**config.mk**
```make
export PLATFORM = sky130hd
export DESIGN_NAME = cmos_pixel_capture
export DESIGN_NICKNAME = d
export VERILOG_FILES = /design/src/rtl/cmos_pixel_capture.sv
export SDC_FILE = /design/constraint.sdc
export NUM_CORES = 1
export LEC_CHECK = 0
export CORE_AREA = 2 2 88 90
export CTS_CLUSTER_DIAMETER = 150
export DETAILED_ROUTE_END_ITERATION = 7
export DIE_AREA = 0 0 90 92
export PLACE_DENSITY = 0.86
export SYNTH_ARGS = -nofsm -noshare
export SYNTH_HDL_FRONTEND = slang
export SYNTH_SLANG_ARGS = --single-unit
```
**constraint.sdc**
```tcl
create_clock -name clk_i -period 3.3 [get_ports clk_i]
set_input_delay 0.495 -clock clk_i [delete_from_list [all_inputs] [get_ports clk_i]]
set_output_delay 0.495 -clock clk_i [all_outputs]
set_load 0.02 [all_outputs]
```
**src/rtl/cmos_pixel_capture.sv**
```systemverilog
// -----------------------------------------------------------------------------
// cmos_pixel_capture
//
// Capture front end for an OV7670-style camera. Samples VSYNC/HREF/D[7:0] on
// the camera pixel clock, pairs RGB565 bytes into RGB444 pixels, decimates
// the image by 2^DECIMATE_LOG2 in both axes and emits one registered write
// strobe per kept pixel with a linear frame-buffer address.
//
// Ports:
//   clk_i              camera pixel clock, all logic on the rising edge
//   reset_i            asynchronous active-low reset
//   vsync_cmos_i       camera VSYNC, high between frames
//   href_cmos_i        camera HREF, high during active line bytes
//   pixel_data_cmos_i  camera byte
//   wr_en_o            one-cycle write strobe
//   wr_addr_o          frame-buffer write address
//   wr_data_o          pixel {R[3:0],G[3:0],B[3:0]}
//   frame_done_o       one-cycle pulse at the end of each captured frame
//   frame_count_o      completed frames, wraps 255->0
//   line_error_o       sticky per frame: odd byte count or wrong line length
//   overflow_o         sticky per frame: write attempted at addr >= BUF_DEPTH
// -----------------------------------------------------------------------------
module cmos_pixel_capture #(
    parameter int SRC_COLUMNS   = 640,
    parameter int SRC_ROWS      = 480,
    parameter int DECIMATE_LOG2 = 1,
    parameter int BUF_DEPTH     = (SRC_COLUMNS * SRC_ROWS) >> (2 * DECIMATE_LOG2),
    parameter int ADDR_WIDTH    = $clog2(BUF_DEPTH)
) (
    input  logic                  clk_i,
    input  logic                  reset_i,
    input  logic                  vsync_cmos_i,
    input  logic                  href_cmos_i,
    input  logic [7:0]            pixel_data_cmos_i,
    output logic                  wr_en_o,
    output logic [ADDR_WIDTH-1:0] wr_addr_o,
    output logic [11:0]           wr_data_o,
    output logic                  frame_done_o,
    output logic [7:0]            frame_count_o,
    output logic                  line_error_o,
    output logic                  overflow_o
);

    localparam logic [1:0] ST_SYNC       = 2'd0;
    localparam logic [1:0] ST_WAIT_FRAME = 2'd1;
    localparam logic [1:0] ST_ACTIVE     = 2'd2;

    // Counters are one value wider than the limit so they can sit at the
    // limit (saturated) without wrapping back into the valid range.
    localparam int COL_W = $clog2(SRC_COLUMNS + 1);
    localparam int ROW_W = $clog2(SRC_ROWS + 1);
    localparam int CNT_W = ADDR_WIDTH + 1;

    localparam logic [COL_W-1:0] COLS_L = COL_W'(SRC_COLUMNS);
    localparam logic [ROW_W-1:0] ROWS_L = ROW_W'(SRC_ROWS);
    localparam logic [CNT_W-1:0] BUF_L  = CNT_W'(BUF_DEPTH);

    logic [1:0]       state_reg;
    logic             vsync_reg;
    logic             vsync_prev_reg;
    logic             href_reg;
    logic             href_prev_reg;
    logic [7:0]       data_reg;
    logic [6:0]       b1_reg;       // {b1[7:4], b1[2:0]}; b1[3] is never used
    logic             phase_reg;
    logic [COL_W-1:0] col_reg;
    logic [ROW_W-1:0] row_reg;
    logic [CNT_W-1:0] addr_reg;

    logic        vsync_rise;
    logic        vsync_fall;
    logic        href_fall;
    logic        in_window;
    logic        keep;
    logic [11:0] pixel_rgb;

    assign vsync_rise = vsync_reg & ~vsync_prev_reg;
    assign vsync_fall = ~vsync_reg & vsync_prev_reg;
    assign href_fall  = ~href_reg & href_prev_reg;
    assign in_window  = (col_reg < COLS_L) && (row_reg < ROWS_L);
    assign pixel_rgb  = {b1_reg[6:3], b1_reg[2:0], data_reg[7], data_reg[4:1]};

    generate
        if (DECIMATE_LOG2 == 0) begin : g_keep_all
            assign keep = 1'b1;
        end else begin : g_keep_decim
            assign keep = (col_reg[DECIMATE_LOG2-1:0] == '0) &&
                          (row_reg[DECIMATE_LOG2-1:0] == '0);
        end
    endgenerate

    always_ff @(posedge clk_i or negedge reset_i) begin
        if (!reset_i) begin
            state_reg      <= ST_SYNC;
            vsync_reg      <= 1'b0;
            vsync_prev_reg <= 1'b0;
            href_reg       <= 1'b0;
            href_prev_reg  <= 1'b0;
            data_reg       <= '0;
            b1_reg         <= '0;
            phase_reg      <= 1'b0;
            col_reg        <= '0;
            row_reg        <= '0;
            addr_reg       <= '0;
            wr_en_o        <= 1'b0;
            wr_addr_o      <= '0;
            wr_data_o      <= '0;
            frame_done_o   <= 1'b0;
            frame_count_o  <= '0;
            line_error_o   <= 1'b0;
            overflow_o     <= 1'b0;
        end else begin
            vsync_reg      <= vsync_cmos_i;
            vsync_prev_reg <= vsync_reg;
            href_reg       <= href_cmos_i;
            href_prev_reg  <= href_reg;
            data_reg       <= pixel_data_cmos_i;
            wr_en_o        <= 1'b0;
            frame_done_o   <= 1'b0;

            case (state_reg)
                ST_SYNC: begin
                    // Only a full VSYNC pulse proves we are at a frame boundary.
                    if (vsync_rise) begin
                        state_reg <= ST_WAIT_FRAME;
                    end
                end

                ST_WAIT_FRAME: begin
                    if (vsync_fall) begin
                        state_reg    <= ST_ACTIVE;
                        addr_reg     <= '0;
                        col_reg      <= '0;
                        row_reg      <= '0;
                        phase_reg    <= 1'b0;
                        line_error_o <= 1'b0;
                        overflow_o   <= 1'b0;
                    end
                end

                ST_ACTIVE: begin
                    // A byte arriving with the frame-ending VSYNC edge is
                    // dropped; clearing phase discards any half pixel.
                    if (href_reg && !vsync_rise) begin
                        phase_reg <= ~phase_reg;
                        if (!phase_reg) begin
                            b1_reg <= {data_reg[7:4], data_reg[2:0]};
                        end else begin
                            if (col_reg < COLS_L) begin
                                col_reg <= col_reg + 1'b1;
                            end else begin
                                line_error_o <= 1'b1;
                            end
                            if (in_window && keep) begin
                                if (addr_reg < BUF_L) begin
                                    wr_en_o   <= 1'b1;
                                    wr_addr_o <= addr_reg[ADDR_WIDTH-1:0];
                                    wr_data_o <= pixel_rgb;
                                    addr_reg  <= addr_reg + 1'b1;
                                end else begin
                                    overflow_o <= 1'b1;
                                end
                            end
                        end
                    end else begin
                        phase_reg <= 1'b0;
                    end

                    // Line check runs before the frame end in the same cycle;
                    // the two touch disjoint state so ordering is free.
                    if (href_fall) begin
                        if (phase_reg || (col_reg != COLS_L)) begin
                            line_error_o <= 1'b1;
                        end
                        col_reg <= '0;
                        if (row_reg < ROWS_L) begin
                            row_reg <= row_reg + 1'b1;
                        end
                    end

                    if (vsync_rise) begin
                        state_reg     <= ST_WAIT_FRAME;
                        frame_done_o  <= 1'b1;
                        frame_count_o <= frame_count_o + 8'd1;
                    end
                end

                default: begin
                    state_reg <= ST_SYNC;
                end
            endcase
        end
    end

endmodule
```
; ---- After elaboration in Yosys (flattened, before gate mapping)
; Cells that the tools add are included.
[op_classes]
addsub = 4
n_lt_le_gt_ge = 3
n_eq_ne = 15
n_mux = 40
bitwise = 9
reduce_logical = 18
[op_table]
columns = operator, n
row1 = 18-bit 2-to-1 mux, 5
row2 = 10-bit 2-to-1 mux, 5
row3 = 18-bit one-hot mux with 2 select lines, 1
row4 = 9-bit 2-to-1 mux, 3
row5 = 10-bit one-hot mux with 2 select lines, 1
row6 = 18-bit by 1-bit adder with 18-bit output (second input constant), 1
row7 = 18-bit by 17-bit < comparator with 1-bit output (second input constant), 1
row8 = 1-bit 2-to-1 mux, 18
row9 = 9-bit one-hot mux with 2 select lines, 1
row10 = 2-bit inequality test (second input constant), 8
row11 = 6-bit AND reduction, 2
row12 = 10-bit by 1-bit adder with 10-bit output (second input constant), 1
row13 = 10-bit < comparator (second input constant), 1
row14 = 10-bit inequality test (second input constant), 1
row15 = 5-bit AND reduction, 2
row16 = 9-bit by 1-bit adder with 9-bit output (second input constant), 1
row17 = 9-bit < comparator (second input constant), 1
row18 = 3-bit inequality test (second input constant), 3
row19 = 8-bit by 1-bit adder with 8-bit output (second input constant), 1
row20 = 1-bit NOT, 6
row21 = 1-bit one-hot mux with 2 select lines, 3
row22 = 2-bit AND reduction, 3
row23 = 1-bit logical AND, 4
row24 = 2-bit 2-to-1 mux, 2
row25 = 12 further kinds, 14
[word_totals]
reg_bits = 100
inputBits = 12
out_inout_bits = 41
elab_cells = 107

; ---- Depth between registers and ports, before layout
[logic_depth]
word_depth = 8
mapped_depth = 8
depth_no_buf = 6

; ---- Worst setup path before layout
; No wires, ideal clock.
[synth_path]
path_kind = reg-to-reg
from = register col_reg[7]
to = register addr_reg[10]
setup_ns = 0.078
arrival_time_ns = 1.888
required_ns = 3.222
slack_ns = 1.334
path_stages_with_launch = 7
n_path_buf = 1
path_cell_list = dfrtp_1 -> o21ai_4 -> nand4_4 -> or4_1 -> buf_2 -> or3_1 -> a21oi_1
[synth_between]
elab_chain_cells = 5
[synth_lines]
columns = item, line_no
row1 = from (decl), 66  ; logic [COL_W-1:0] col_reg;
row2 = from (signal assigned), 150  ; col_reg <= col_reg + 1'b1;
row3 = 10-bit < comparator, 80  ; assign in_window = (col_reg < COLS_L) && (row_reg < ROWS_L);
row4 = 1-bit logical AND, 80
row5 = 1-bit logical AND, 154  ; if (in_window && keep) begin
row6 = 2-bit inequality test (no source line), -
row7 = 6-bit AND reduction (no source line), -
row8 = to (signal assigned), 159  ; addr_reg <= addr_reg + 1'b1;
row9 = to (decl), 68  ; logic [CNT_W-1:0] addr_reg;
; No other way between the ends.
; A chain may end at the register's enable or synchronous reset.

; ---- Worst setup path after layout
[layout_path]
from = register vsync_prev_reg
to = register addr_reg[3]
[layout_between]
elab_chain_cells = 6
[layout_lines]
columns = item, line_no
row1 = from (decl), 60  ; logic vsync_prev_reg;
row2 = from (signal assigned), 114  ; vsync_prev_reg <= vsync_reg;
row3 = 1-bit NOT, 77  ; assign vsync_rise = vsync_reg & ~vsync_prev_reg;
row4 = 1-bit AND, 77
row5 = 1-bit zero test, 144  ; if (href_reg && !vsync_rise) begin
row6 = 1-bit logical AND, 144
row7 = 2-bit inequality test (no source line), -
row8 = 6-bit AND reduction (no source line) (*), -
; Mark *: on every way between the ends. The rest lies on a longest branch, timed or not.

==> results.md <==
* Status: finished clean
* Largest net degree at the start of global routing at 56
* Vias in the first global route at slightly above 3000
* CP max-delay cell: clkinv_1
* DRC errors left at 0
* Initial antenna violation count at 0
* Max_cap viols at 0
* Clock tree buffer depth at 2
* Critical path depth at 6
* Max VDD drop at about 0.35 mV
* CP delay by family, top: simple AND/OR/NAND/NOR gates
* IO buf count at 52
* DIE WIDTH at ~90 um
* Number of synthesized flops with an enable pin at 0
* H-tree levels at 3
* Critical Path RT at approximately 3.6 ns
* Pleak at between 2 and 2.5 nW
* N_diodes at 0
* Synth Instances at roughly 410
* Final hold vios at 0
* Final worst slack at 0.844 ns
* Post-layout min period at roughly 2.5 ns
* Cts hold-fix bufs at 0
* Simple-gate share of the synthesized area at 0.238
* Worst setup path category: register to register
* Max reg flops at 18
* Synth Area in Compound Gates at 0.0593
* Cell at the root of the clock tree: clkbuf_8
* Post-synthesis sequential area ratio at 0.596
* Cts bufs inserted at 9
* Post-route design area at ~5000 um^2
* Worst path max stage delay at around 0.73 ns
* Area Growth Syn to Fin at 19.4%
* Mapped cell area at around 4200 um^2
* Primary FF master, synth: dfrtp_1
* Yosys warnings at 0
* Reg clk slew, reported paths at approximately 0.10 ns
* Mux cell area share after synthesis at 0.0334
* Post-Synth Adder-Cell Area at 0.0119
* Routability cong. at between 0.8 and 0.9
* Worst Skew at around 0.015 ns
* Type of origin of the critical path: register
* CP bufs+invs at 1
* HPWL Detailed at about 5.5 mm
* GRT Util Overall at 0.207
* DR vias/cell at roughly 5.5
* Setup Buffers After CTS at 0
* Syn Area/Cell at slightly above 10 um^2
* Initial Util at 0.564
* Clk sinks at 100
* Chip Height at roughly 92 um
* Final period util at 0.744
* Layout Cells excl Fill at 566
* RSZ-0062 raised after global routing: no
* Final Hold Slack at around 0.15 ns
* Critical Path, Cell by Cell: nand2b_1 > nand4_4 > or3_1 > clkinv_1 > nand4_1 > mux2i_1
* Slew Limit Fails at 0
* Final wirelength at 7.98 mm
* Die area at between 8000 and 9000 um^2
* R2R depth at 6
* Psw at about 0.84 mW
* Top-area cell type share of the netlist area at 0.596
* DP Worst Slack at between 0.8 and 0.9 ns
* DR pass1 iterations at 4
* Cell Rows at 32
* Tightest Hold Check Type: primary input to async pin
* Slew Limit Headroom at 0.367
* Layout cells sized above 1 at 0.0711
* Number of distinct library cells after synthesis at between 40 and 50
* Core outline area at between 7000 and 8000 um^2
* Area after DPL at approximately 4800 um^2
* Fmax at slightly above 400 MHz
* Area leader, netlist: dfrtp_1
* FILL cells at roughly 600
* XOR/XNOR Fraction of Synth Area at 0.0417
* Crit. End Element: register
* Sw Share at 0.296
* IO Pins at 53
* Dpl cells at 550
* Iteration-0 DRC Markers at between 150 and 200
* Flop pwr share at 0.526
* Worst-Skew Late Latency at around 0.37 ns
* Final #Nets at between 400 and 500
* Arrival time worst endpoint at 2.75 ns
* Largest family of logic cells by synthesized area: simple AND/OR/NAND/NOR gates
* Fin Setup TNS at 0 ns
* Least-Margin Pin Slew at between 0.9 and 1 ns
* WL/cell at around 14 um
* Core Util, Final at 0.673
* Clock share of power at 0.278
* Pwr Total at around 2.8 mW
* Flops & latches, synth at 100
* Count leader, synth: nand2_1
* Synth top cells by count: nand2_1, dfrtp_1, nor2_1
* Gate power share at 0.195
* Area contributors post-synth: dfrtp_1, nand2_1, xor2_1
* Post-CTS sizing at 0
* Post-synthesis async set-or-reset flop share at 1.00
* DR vias at about 3100
* Syn_nets at between 400 and 500
* Pint at around 2 mW
* Final antenna-violating net count at 0
* Grt ovf at 0
* Crit-path max FO at 36
* PD cells at 567 nW/um^2
* CTS tree: built
* Setup violators final at 0
* First-pass GRT wire length at around 14 mm
==> metal layers <==
layer / global-route usage / share of wire / up-vias / wire, um
met1: 0.274 / 0.44 / 1549 / 3530
met2: 0.353 / 0.50 / 74 / 4010
met4: 0.0577 / 0.012 / 0 / 93
met5: 0 / 0 / - / 0
met3: 0.0378 / 0.042 / 8 / 338
li1: - / - / 1488 / -
==> cells in the final DEF, fill, tap and decap left out, types with 2 or more instances in the layout <==
cell / Yosys / routed
clkdlybuf4s50_1: 0 / 51
clkinv_4: 0 / 2
nand4_1: 11 / 11
mux2_2: 8 / 8
o21ai_0: 15 / 15
nand2_1: 116 / 116
ha_1: 4 / 4
xnor2_1: 6 / 6
nor4_1: 3 / 3
nor2_1: 25 / 25
inv_6: 0 / 2
mux2i_1: 5 / 5
xor2_1: 14 / 14
nand3_1: 14 / 14
and3_1: 8 / 8
o31ai_1: 2 / 2
and4_1: 5 / 5
nor4b_1: 2 / 2
buf_4: 1 / 5
a21oi_1: 10 / 10
clkbuf_8: 0 / 9
or3_1: 7 / 7
dfrtp_1: 100 / 100
nand2b_1: 5 / 5
a31oi_1: 3 / 3
inv_1: 5 / 5
or4_1: 3 / 3
==> power by group through the flow <==
| stage | clock [mW] | sequential (mW) | combinational, mW |
|---|---|---|---|
| after floorplan | 0 | 1.59 | 0.215 |
| final | 0.791 | 1.50 | 0.554 |
| after detailed placement | 0 | 1.52 | 0.557 |
| after global routing | 0.845 | 1.52 | 0.607 |
| after CTS | 0.801 | 1.50 | 0.561 |
| after global placement | 0 | 1.51 | 0.543 |
==> worst paths after layout <==
kind	startpoint	to	slack, ns
hold / removal	reset_i	wr_addr_o[13]$_DFFE_PN0P_	0.15
max in group asynchronous	reset_i	wr_data_o[6]$_DFFE_PN0P_	2.37
setup / recovery	vsync_prev_reg$_DFF_PN0_	addr_reg[3]$_DFFE_PN0P_	0.84
hold reg to reg	vsync_reg$_DFF_PN0_	vsync_prev_reg$_DFF_PN0_	0.45
setup reg to reg	vsync_prev_reg$_DFF_PN0_	addr_reg[3]$_DFFE_PN0P_	0.84
min in group clk_i	vsync_reg$_DFF_PN0_	vsync_prev_reg$_DFF_PN0_	0.45
==> worst reg2reg max path, delay by kind of cell, from the launching register on <==
family	cells	cell delay [ns]
buf+inv	1	0.73
mux	1	0.20
simple gates	4	1.05
flops	1	0.41
==> cells by family after synthesis <==
group           Yosys count
simple gates            209
mux                      13
xor+xnor                 20
buf+inv                  21
fa+ha+maj                 4
flops                   100
compound gates           40
==> cell type report <==
cell class	count	area [um^2]	area share
clock buffers	10	128	0.0255
clock inverters	6	72.6	0.0145
inverters	6	22.5	0.00449
multi-input cells	286	1610	0.322
flip-flops and latches	100	2500	0.499
well taps	102	128	0.0255
repair buffers	56	548	0.109
(Power assumes the default switching activity.)
